--- src/rtl/ram_loader.sv ---
// Serial-boot loader: builds big-endian words from a framed byte stream, writes each to RAM and reads it back.
// The CPU is held off the RAM port for the whole frame. Checksum, verify and inter-byte timeout faults are flagged.
module ram_loader #(
  parameter logic [7:0] SYNC_BYTE = 8'hA5,
  parameter int unsigned TIMEOUT  = 65535
) (
  input  logic        clk,
  input  logic        reset,
  input  logic [7:0]  rx_data,
  input  logic        rx_valid,
  output logic        rx_ready,
  output logic [15:0] ram_in,
  output logic        ram_load_bar,
  output logic [15:0] ram_address,
  input  logic [15:0] ram_value,
  output logic        cpu_hold,
  output logic        done,
  output logic        err,
  output logic [1:0]  err_code
);

  localparam logic [15:0] LP_TIMEOUT = 16'(TIMEOUT);

  typedef enum logic [3:0] {
    S_IDLE, S_ADDR_HI, S_ADDR_LO, S_LEN_HI, S_LEN_LO, S_DATA_HI, S_DATA_LO,
    S_WRITE, S_VERIFY_RD, S_VERIFY_CMP, S_CSUM, S_FINISH
  } state_t;

  state_t      r_state, w_state_next;
  logic [15:0] r_cur_addr, r_remaining, r_word, r_timer;
  logic [7:0]  r_hi_byte, r_csum;
  logic        r_err;
  logic [1:0]  r_err_code;

  logic        w_xfer, w_wait, w_timeout, w_verify_ok;
  logic [15:0] w_timer_inc, w_len;
  logic [7:0]  w_csum_add;

  assign w_xfer      = rx_valid && rx_ready;
  assign w_wait      = (r_state inside {S_ADDR_HI, S_ADDR_LO, S_LEN_HI, S_LEN_LO,
                                        S_DATA_HI, S_DATA_LO, S_CSUM});
  assign w_timer_inc = r_timer + 16'd1;
  assign w_timeout   = w_wait && !w_xfer && (w_timer_inc == LP_TIMEOUT);
  assign w_csum_add  = r_csum + rx_data;
  assign w_len       = {r_hi_byte, rx_data};
  assign w_verify_ok = (ram_value == r_word);

  assign ram_address = r_cur_addr;
  assign ram_in      = r_word;
  assign cpu_hold    = (r_state != S_IDLE);
  assign err         = r_err;
  assign err_code    = r_err_code;

  always_ff @(posedge clk) begin
    if (reset) r_state <= S_IDLE;
    else       r_state <= w_state_next;
  end

  always_comb begin
    w_state_next = r_state;
    rx_ready     = 1'b0;
    ram_load_bar = 1'b1;
    done         = 1'b0;
    case (r_state)
      S_IDLE: begin
        rx_ready = 1'b1;
        if (w_xfer && rx_data == SYNC_BYTE) w_state_next = S_ADDR_HI;
      end
      S_ADDR_HI: begin rx_ready = 1'b1; if (w_xfer) w_state_next = S_ADDR_LO; end
      S_ADDR_LO: begin rx_ready = 1'b1; if (w_xfer) w_state_next = S_LEN_HI;  end
      S_LEN_HI:  begin rx_ready = 1'b1; if (w_xfer) w_state_next = S_LEN_LO;  end
      S_LEN_LO: begin
        rx_ready = 1'b1;
        if (w_xfer) w_state_next = (w_len == 16'd0) ? S_CSUM : S_DATA_HI;
      end
      S_DATA_HI: begin rx_ready = 1'b1; if (w_xfer) w_state_next = S_DATA_LO; end
      S_DATA_LO: begin rx_ready = 1'b1; if (w_xfer) w_state_next = S_WRITE;   end
      S_WRITE: begin
        ram_load_bar = 1'b0;
        w_state_next = S_VERIFY_RD;
      end
      S_VERIFY_RD: w_state_next = S_VERIFY_CMP;
      S_VERIFY_CMP: begin
        if (!w_verify_ok)              w_state_next = S_IDLE;
        else if (r_remaining == 16'd1) w_state_next = S_CSUM;
        else                           w_state_next = S_DATA_HI;
      end
      S_CSUM: begin
        rx_ready = 1'b1;
        if (w_xfer) w_state_next = (rx_data == r_csum) ? S_FINISH : S_IDLE;
      end
      S_FINISH: begin
        done         = 1'b1;
        w_state_next = S_IDLE;
      end
      default: w_state_next = S_IDLE;
    endcase
    if (w_timeout) w_state_next = S_IDLE;
  end

  always_ff @(posedge clk) begin
    if (reset) begin
      r_cur_addr  <= '0;
      r_remaining <= '0;
      r_word      <= '0;
      r_timer     <= '0;
      r_hi_byte   <= '0;
      r_csum      <= '0;
      r_err       <= 1'b0;
      r_err_code  <= 2'b00;
    end else begin
      // Idle gaps are only timed while a byte is actually awaited.
      if (r_state == S_IDLE || w_xfer) r_timer <= '0;
      else if (w_wait)                 r_timer <= w_timer_inc;

      if (w_xfer) begin
        case (r_state)
          S_IDLE: if (rx_data == SYNC_BYTE) begin
            r_err      <= 1'b0;
            r_err_code <= 2'b00;
            r_csum     <= '0;
          end
          S_ADDR_HI, S_LEN_HI: begin
            r_hi_byte <= rx_data;
            r_csum    <= w_csum_add;
          end
          S_ADDR_LO: begin
            r_cur_addr <= w_len;
            r_csum     <= w_csum_add;
          end
          S_LEN_LO: begin
            r_remaining <= w_len;
            r_csum      <= w_csum_add;
          end
          S_DATA_HI: begin
            r_word[15:8] <= rx_data;
            r_csum       <= w_csum_add;
          end
          S_DATA_LO: begin
            r_word[7:0] <= rx_data;
            r_csum      <= w_csum_add;
          end
          S_CSUM: if (rx_data != r_csum) begin
            r_err      <= 1'b1;
            r_err_code <= 2'b01;
          end
          default: ;
        endcase
      end

      if (r_state == S_VERIFY_CMP) begin
        if (w_verify_ok) begin
          r_cur_addr  <= r_cur_addr + 16'd1;
          r_remaining <= r_remaining - 16'd1;
        end else begin
          r_err      <= 1'b1;
          r_err_code <= 2'b10;
        end
      end

      if (w_timeout) begin
        r_err      <= 1'b1;
        r_err_code <= 2'b11;
      end
    end
  end

endmodule

--- config.mk ---
export PLATFORM = sky130hd
export DESIGN_NAME = ram_loader
export DESIGN_NICKNAME = d
export VERILOG_FILES = /design/src/rtl/ram_loader.sv
export SDC_FILE = /design/constraint.sdc
export NUM_CORES = 1
export LEC_CHECK = 0
export ABC_AREA = 1
export BUFFER_PORTS_ARGS = -buffer_cell sky130_fd_sc_hd__buf_4
export CAP_MARGIN = 20
export CELL_PAD_IN_SITES_DETAIL_PLACEMENT = 2
export CELL_PAD_IN_SITES_GLOBAL_PLACEMENT = 2
export CORE_AREA = 2 2 133 135
export DETAILED_ROUTE_END_ITERATION = 7
export DIE_AREA = 0 0 135 137
export PLACE_DENSITY = 0.9
export SLEW_MARGIN = 20
export SYNTH_ARGS = -nofsm -noshare
export SYNTH_HDL_FRONTEND = slang
export SYNTH_SLANG_ARGS = --single-unit
--- constraint.sdc ---
create_clock -name clk -period 2.14 [get_ports clk]
set_input_delay 0.321 -clock clk [delete_from_list [all_inputs] [get_ports clk]]
set_output_delay 0.321 -clock clk [all_outputs]
set_load 0.005 [all_outputs]
## After elaboration in Yosys (flattened, before gate mapping)

Index checks and enable logic that the tools add are counted.

- Add/subtract/negate cells: 4
- Equality and inequality tests: 26
- Mux-type cells: 40
- Reductions and logical operators: 21

Operator list:

| cell | count |
|---|---|
| $mux 16 | 8 |
| $mux 4 | 12 |
| $pmux 4 s11 | 1 |
| $add 16x1->16 const B | 2 |
| $ne 2x2->1 const B | 9 |
| $eq 16x1->1 const B | 1 |
| $eq 16x16->1 | 1 |
| $eq 16x16->1 const B | 1 |
| $eq 4x3->1 const B | 4 |
| $eq 4x4->1 const B | 4 |
| $logic_not 16->1 | 1 |
| $pmux 8 s2 | 1 |
| $sub 16x1->16 const B | 1 |
| $mux 2 | 6 |
| $mux 1 | 9 |
| $add 8x8->8 | 1 |
| $eq 4x2->1 const B | 2 |
| $eq 8x8->1 | 1 |
| $eq 8x8->1 const B | 1 |
| $mux 8 | 1 |
| $ne 8x8->1 | 1 |
| $reduce_and 8->1 | 1 |
| $reduce_or 8->1 | 1 |
| $reduce_bool 7->1 | 1 |
| 13 further kinds | 20 |

- Bits in registers: 87
- Bits of input ports: 27
- Output and inout bits: 39
- Word-level logic and storage cells: 101

## Depth between registers and ports, before layout

- Depth in word-level cells: 8
- Gate-level depth with buffers: 13
- Gate-level depth less buffers: 13

## Worst setup path before layout

Ideal clock, no wire load.

- Kind: register -> register
- Start: register r_state[3]
- End: register r_hi_byte[6]
- Setup time: 0.119 ns
- Arrival time: 1.573 ns
- Required time: 2.021 ns
- Setup slack: 0.448 ns
- Cell stages (with the launch flop): 12
- Buffers on the path: 1
- Period minus slack after synthesis: 1.692 ns
- Path through: dfxtp_1 nor2_2 inv_2 nor2_2 nor2_2 nand2_4 nand2_4 inv_4 nand3_2 buf_2 o21ai_0 a21oi_1

- Longest elaborated chain between the ends: 5
- Elaborated cells between the ends (all ways): 13
- Classes of those cells: 7 x eq/ne; 1 x mux; 5 x reduce/logical

Ends and longest elaborated chain:

| item | line | source |
|---|---|---|
| start: declaration | 29 | `state_t r_state, w_state_next;` |
| start signal: assignment | 56 | `else r_state <= w_state_next;` |
| $eq 4x1->1, or another cell as far along | 64 | `case (r_state)` |
| $reduce_or 8->1 (no line) * | -- |  |
| $mux 1 * | 64 |  |
| net rx_ready | 11 | `output logic rx_ready,` |
| $logic_and 1x1->1 * | 39 | `assign w_xfer = rx_valid && rx_ready;` |
| $reduce_and 2->1 (no line) * | -- |  |
| end signal: assignment | 124 | `r_hi_byte <= rx_data;` |
| end: declaration | 31 | `logic [7:0] r_hi_byte, r_csum;` |

Mark *: on every way through the listed nets, which the timed path passes. The rest lies on a longest branch.
A chain may end at the register's enable or synchronous reset.

## Worst setup path in the final report

- Start: register r_state[1]
- End: register r_timer[15]

- Longest elaborated chain between the ends: 6
- Elaborated cells between the ends (all ways): 14
- Classes of those cells: 7 x eq/ne; 1 x mux; 6 x reduce/logical

Ends and longest elaborated chain:

| item | line | source |
|---|---|---|
| $eq 4x1->1, or another cell as far along | 40, 64 |  |
| $reduce_or 8->1 (no line) | -- |  |
| $mux 1 | 64 |  |
| $logic_and 1x1->1 | 39 |  |
| $logic_or 1x1->1 | 113 | `if (r_state == S_IDLE \|\| w_xfer) r_timer <= '0;` |
| $reduce_or 2->1 (no line) | -- |  |
| end signal: assignment | 114 | `else if (w_wait) r_timer <= w_timer_inc;` |
| end: declaration | 30 | `logic [15:0] r_cur_addr, r_remaining, r_word, r_timer;` |

Several ways; a longest one is shown, not always the timed one.

==> impl.org <==
** Clock network
- Counting along the longest clock path gives a buffer depth of 2.
- CTS tree :: done
- Worst-skew pair later-pin latency :: 0.36 ns
- Clock sink total :: slightly below 90
- The number of clock buffers added by TritonCTS is 9.
- The tree is rooted in a sky130_fd_sc_hd__clkbuf_16.
- The clock tree synthesis step divided the H-tree into 3 levels.
- Clock slew at reported path FFs :: ~0.070 ns

** Route
- Average via count per standard cell :: 5.207
- Number of iterations in the first detailed-routing pass :: 4
- After detailed routing, the total wire length is 22660 µm.
- Across all layers, the routed design uses between 5000 and 6000 vias.
- Count of unresolved DRC violations after routing :: 0
- In the final routed layout, each cell accounts on average for just under 20 µm.
- Iteration-0 DRC Markers :: between 300 and 400
- In this run the remaining antenna-violating nets after routing total 0.

** Final layout
- Count of filler cells inserted in the layout :: about 2100
- The number of antenna diodes in the final layout is 0.
- Final standard cell utilization of the core :: approximately two fifths
- In the final layout, the share of cells above drive strength 1 is 15.82%.
- Commonest non-fill, non-tap cell in the layout :: sky130_fd_sc_hd__nand2_1
- In the layout the commonest cells are sky130_fd_sc_hd__nand2_1, sky130_fd_sc_hd__nor2_1, sky130_fd_sc_hd__inv_1, sky130_fd_sc_hd__a21oi_1, sky130_fd_sc_hd__buf_4.
- Relative area change from synthesis to final layout :: 23.54%
- After the last flow step, the layout net total stands at 958.

** Die
- The die is 137 µm tall.
- Width of the die :: about 140 µm
- Number of placement rows :: 48
- Once the floorplan was initialized, standard cells occupied a little under a third of the core.
- In this run the standard cell core region covers about 17000 µm².
- Total I/O pin count :: 66
- Overall die area :: about 18000 µm²

** Placement
- The HPWL after detailed placement is 15900 µm.
- Buffers on Ports :: 65
- Timing analysis after detailed placement gives a worst setup slack of -0.02201 ns.
- Routability cong. :: just under 0.9

** Timing
- The worst pin sits at a relative slew slack of ~70%.
- Setup violations remaining at the end of the flow were counted as 0.
- Static timing analysis puts the maximum clock frequency at about 0.50 GHz.
- Of the available clock period, the critical path in the final layout requires a little over nine tenths.
- Clock skew on the completed layout was measured at 0.01451 ns.
- The max-slew violation count came to 0.
- Counting I/O delays and the setup requirement, the final critical path takes around 2.0 ns.
- Hold violation count in the final report :: 0
- Worst Tran Pin Value :: between 0.4 and 0.5 ns
- After layout, the worst setup slack is about 0.13 ns.

** Worst setup path
- Counting stages on the worst path, the most repeated cell is sky130_fd_sc_hd__nand2_4.
- The kind of cell with the highest combined delay along the critical path is simple AND/OR/NAND/NOR gates.
- Data on the critical path arrives at its endpoint at 2.28 ns.
- Category of the worst setup path launch point :: register
- Worst-path cell chain :: inv_1 > nand2_1 > nand2_1 > nand2_4 > nor2_4 > nand2_4 > nand2_4 > inv_4 > nor3_4 > buf_4 > inv_2 > a211oi_2
- Required @ worst endpoint :: 2.42 ns
- In this run the worst path has a maximum fanout of 9.
- In this design, the stage delay of the slowest critical-path cell is approximately 0.35 ns.
- Setup CP Type :: register to register
- The number of buffers and inverters on the critical path is 4.
- Among all stages on the critical path, the largest delay is contributed by sky130_fd_sc_hd__dfxtp_1.
- Critical Path Sink Type :: register

** Logic synthesis
- Summing the areas of all fa, ha and maj instances in the mapped netlist gives roughly 3.2% of the synthesized area.
- For this run, the number of Yosys warnings is 0.
- A synthesized cell averages between 6 and 7 µm².
- After technology mapping, the gate count stands at 844.
- Synth Area in Compound Gates :: between 15 and 20%
- Largest family of logic cells by synthesized area :: simple AND/OR/NAND/NOR gates
- Summing the areas of all xor and xnor instances in the mapped netlist gives roughly 4.6% of the synthesized area.
- In this run, synthesis produced a sequential element count of between 80 and 90.
- Synthesized cell area :: ~5300 µm²
- Synthesized net count :: 884
- Share of synthesized area spent on multiplexers :: 0%
- The synthesized netlist devotes a little under a third of its cell area to simple gates.
- Synth unique cells :: 36
- Post-synthesis sequential area ratio :: ~33%

** Global route
- Initial antenna violation count :: 0
- Global-route usage over all layers :: around a quarter
- First-pass GRT wire length :: between 30000 and 40000 µm
- Maximum number of pins on one net before global-route repair :: ~40
- Number of global-route vias before repair :: between 6000 and 7000
- Total global routing overflow :: 0

** Pwr
- Ratio of total power to cell area :: 548.8 nW/µm²
- In this run the static leakage power is about 2.8 nW.
- IR analysis of the VDD net gives a maximum drop of 0.3641 mV.

** Outcome
- Outcome :: completed

** Min path
- Worst hold-check path type :: input pin to register

** Job
- Across the run, the number of max-cap violations was 0.
[final cells by class]
class	instances	area (µm²)	share of cell area, %
clock buffers	10	229.0	3.467
clock inverters	6	92.59	1.402
inverters	109	415.4	6.289
multi-input cells	623	3163	47.89
flip-flops and latches	87	1747	26.44
well taps	225	281.5	4.262
repair buffers	88	676.9	10.25
[final timing paths]
path / startpoint / endpoint / slack (ns) / cells past startpoint
max: r_state[1]$_SDFFE_PP0P_ / r_timer[15]$_SDFFE_PP0N_ / 0.13 / 12
max reg2reg: r_state[1]$_SDFFE_PP0P_ / r_timer[15]$_SDFFE_PP0N_ / 0.13 / 12
min: reset / err_code[0]$_SDFF_PP0_ / 0.30 / 2
min reg2reg: r_csum[5]$_SDFFE_PP0P_ / r_csum[5]$_SDFFE_PP0P_ / 0.48 / 2
[cells by family after synthesis]
group / Yosys count
DFF: 87
and+or+nand+nor: 405
adders and majority gates: 13
xor gates and xnor gates: 28
AOI/OAI and AO/OA: 177
buffers and inverters: 134
[stage by stage]
stage / hold slack [ns] / TNS [ns] / instance area (µm²) / std cells / total power [mW]
after global placement: 0.4553 / 0 / 6167 / 1129 / 1.853
after detailed placement: 0.4634 / -0.02201 / 6167 / 1129 / 1.864
final: 0.2973 / 0 / 6605 / 1148 / 3.625
after global routing: 0.3037 / -0.01176 / 6605 / 1148 / 3.737
after floorplan: 0.4446 / 0 / 5346 / 844 / 1.751
after CTS: 0.2875 / 0 / 6499 / 1145 / 3.656
[synth_stat cells]
cell | count | area [µm²]
sky130_fd_sc_hd__inv_4 | 1 | 6.260
sky130_fd_sc_hd__o211ai_1 | 14 | 105.1
sky130_fd_sc_hd__nand2_1 | 206 | 773.2
sky130_fd_sc_hd__nor2_1 | 115 | 431.7
sky130_fd_sc_hd__nand2_2 | 1 | 6.260
sky130_fd_sc_hd__a21oi_1 | 87 | 435.4
sky130_fd_sc_hd__fa_1 | 1 | 20.02
sky130_fd_sc_hd__inv_2 | 5 | 18.77
sky130_fd_sc_hd__dfxtp_1 | 87 | 1742
sky130_fd_sc_hd__nand4_1 | 11 | 68.82
sky130_fd_sc_hd__buf_1 | 1 | 3.750
sky130_fd_sc_hd__a211oi_2 | 2 | 25.02
sky130_fd_sc_hd__or2_2 | 2 | 12.51
sky130_fd_sc_hd__nand3_2 | 2 | 20.02
sky130_fd_sc_hd__xor2_1 | 22 | 192.7
sky130_fd_sc_hd__o21ai_1 | 8 | 40.04
sky130_fd_sc_hd__nor2_2 | 6 | 37.54
sky130_fd_sc_hd__a31oi_1 | 7 | 43.79
sky130_fd_sc_hd__nor3_4 | 1 | 16.27
sky130_fd_sc_hd__clkbuf_1 | 12 | 45.04
sky130_fd_sc_hd__nor3_1 | 7 | 35.03
sky130_fd_sc_hd__nor3_2 | 2 | 20.02
sky130_fd_sc_hd__nand2_4 | 2 | 22.52
sky130_fd_sc_hd__o31ai_2 | 1 | 12.51
sky130_fd_sc_hd__xnor2_1 | 6 | 52.55
sky130_fd_sc_hd__buf_2 | 11 | 55.05
sky130_fd_sc_hd__buf_4 | 1 | 7.510
sky130_fd_sc_hd__nand3b_1 | 2 | 15.01
sky130_fd_sc_hd__nand3_1 | 45 | 225.2
sky130_fd_sc_hd__nor2_4 | 1 | 11.26
sky130_fd_sc_hd__o21ai_0 | 56 | 280.3
sky130_fd_sc_hd__o21bai_1 | 2 | 15.01
sky130_fd_sc_hd__and2_1 | 1 | 6.260
sky130_fd_sc_hd__ha_1 | 12 | 150.1
sky130_fd_sc_hd__nor3b_1 | 1 | 7.510
sky130_fd_sc_hd__inv_1 | 103 | 386.6
[flip-flops by register name (all words and copies together) (netlist names)]
| name | count |
|---|---|
| err | 1 |
| r_timer | 16 |
| r_remaining | 16 |
| r_csum | 8 |
| ram_in | 16 |
| ram_address | 16 |
| err_code | 2 |
| r_hi_byte | 8 |
| r_state | 4 |
[power by group]
part	switching (mW)	leakage, nW	internal (mW)	total [mW]
Sequential	0.00113	0.702	1.62	1.62
Clock	0.758	0.150	1.03	1.79
Combinational	0.137	1.94	0.0763	0.214
[metal layers]
metal | global-route usage [%] | vias up | part of all wire, %
li1 | - | 2863 | -
met1 | 28.06 | 2972 | 41
met2 | 46.47 | 105 | 53
met3 | 4.037 | 38 | 3.8
met4 | 8.912 | 0 | 2.6
met5 | 0 | - | 0
[repair_timing]
action,CTS,global route
hold buffers,0,0
setup buffers,0,3
endpoints found under the setup margin,7,49
gates resized for setup,4,25
pin swaps,0,2
(Power assumes the default switching activity.)
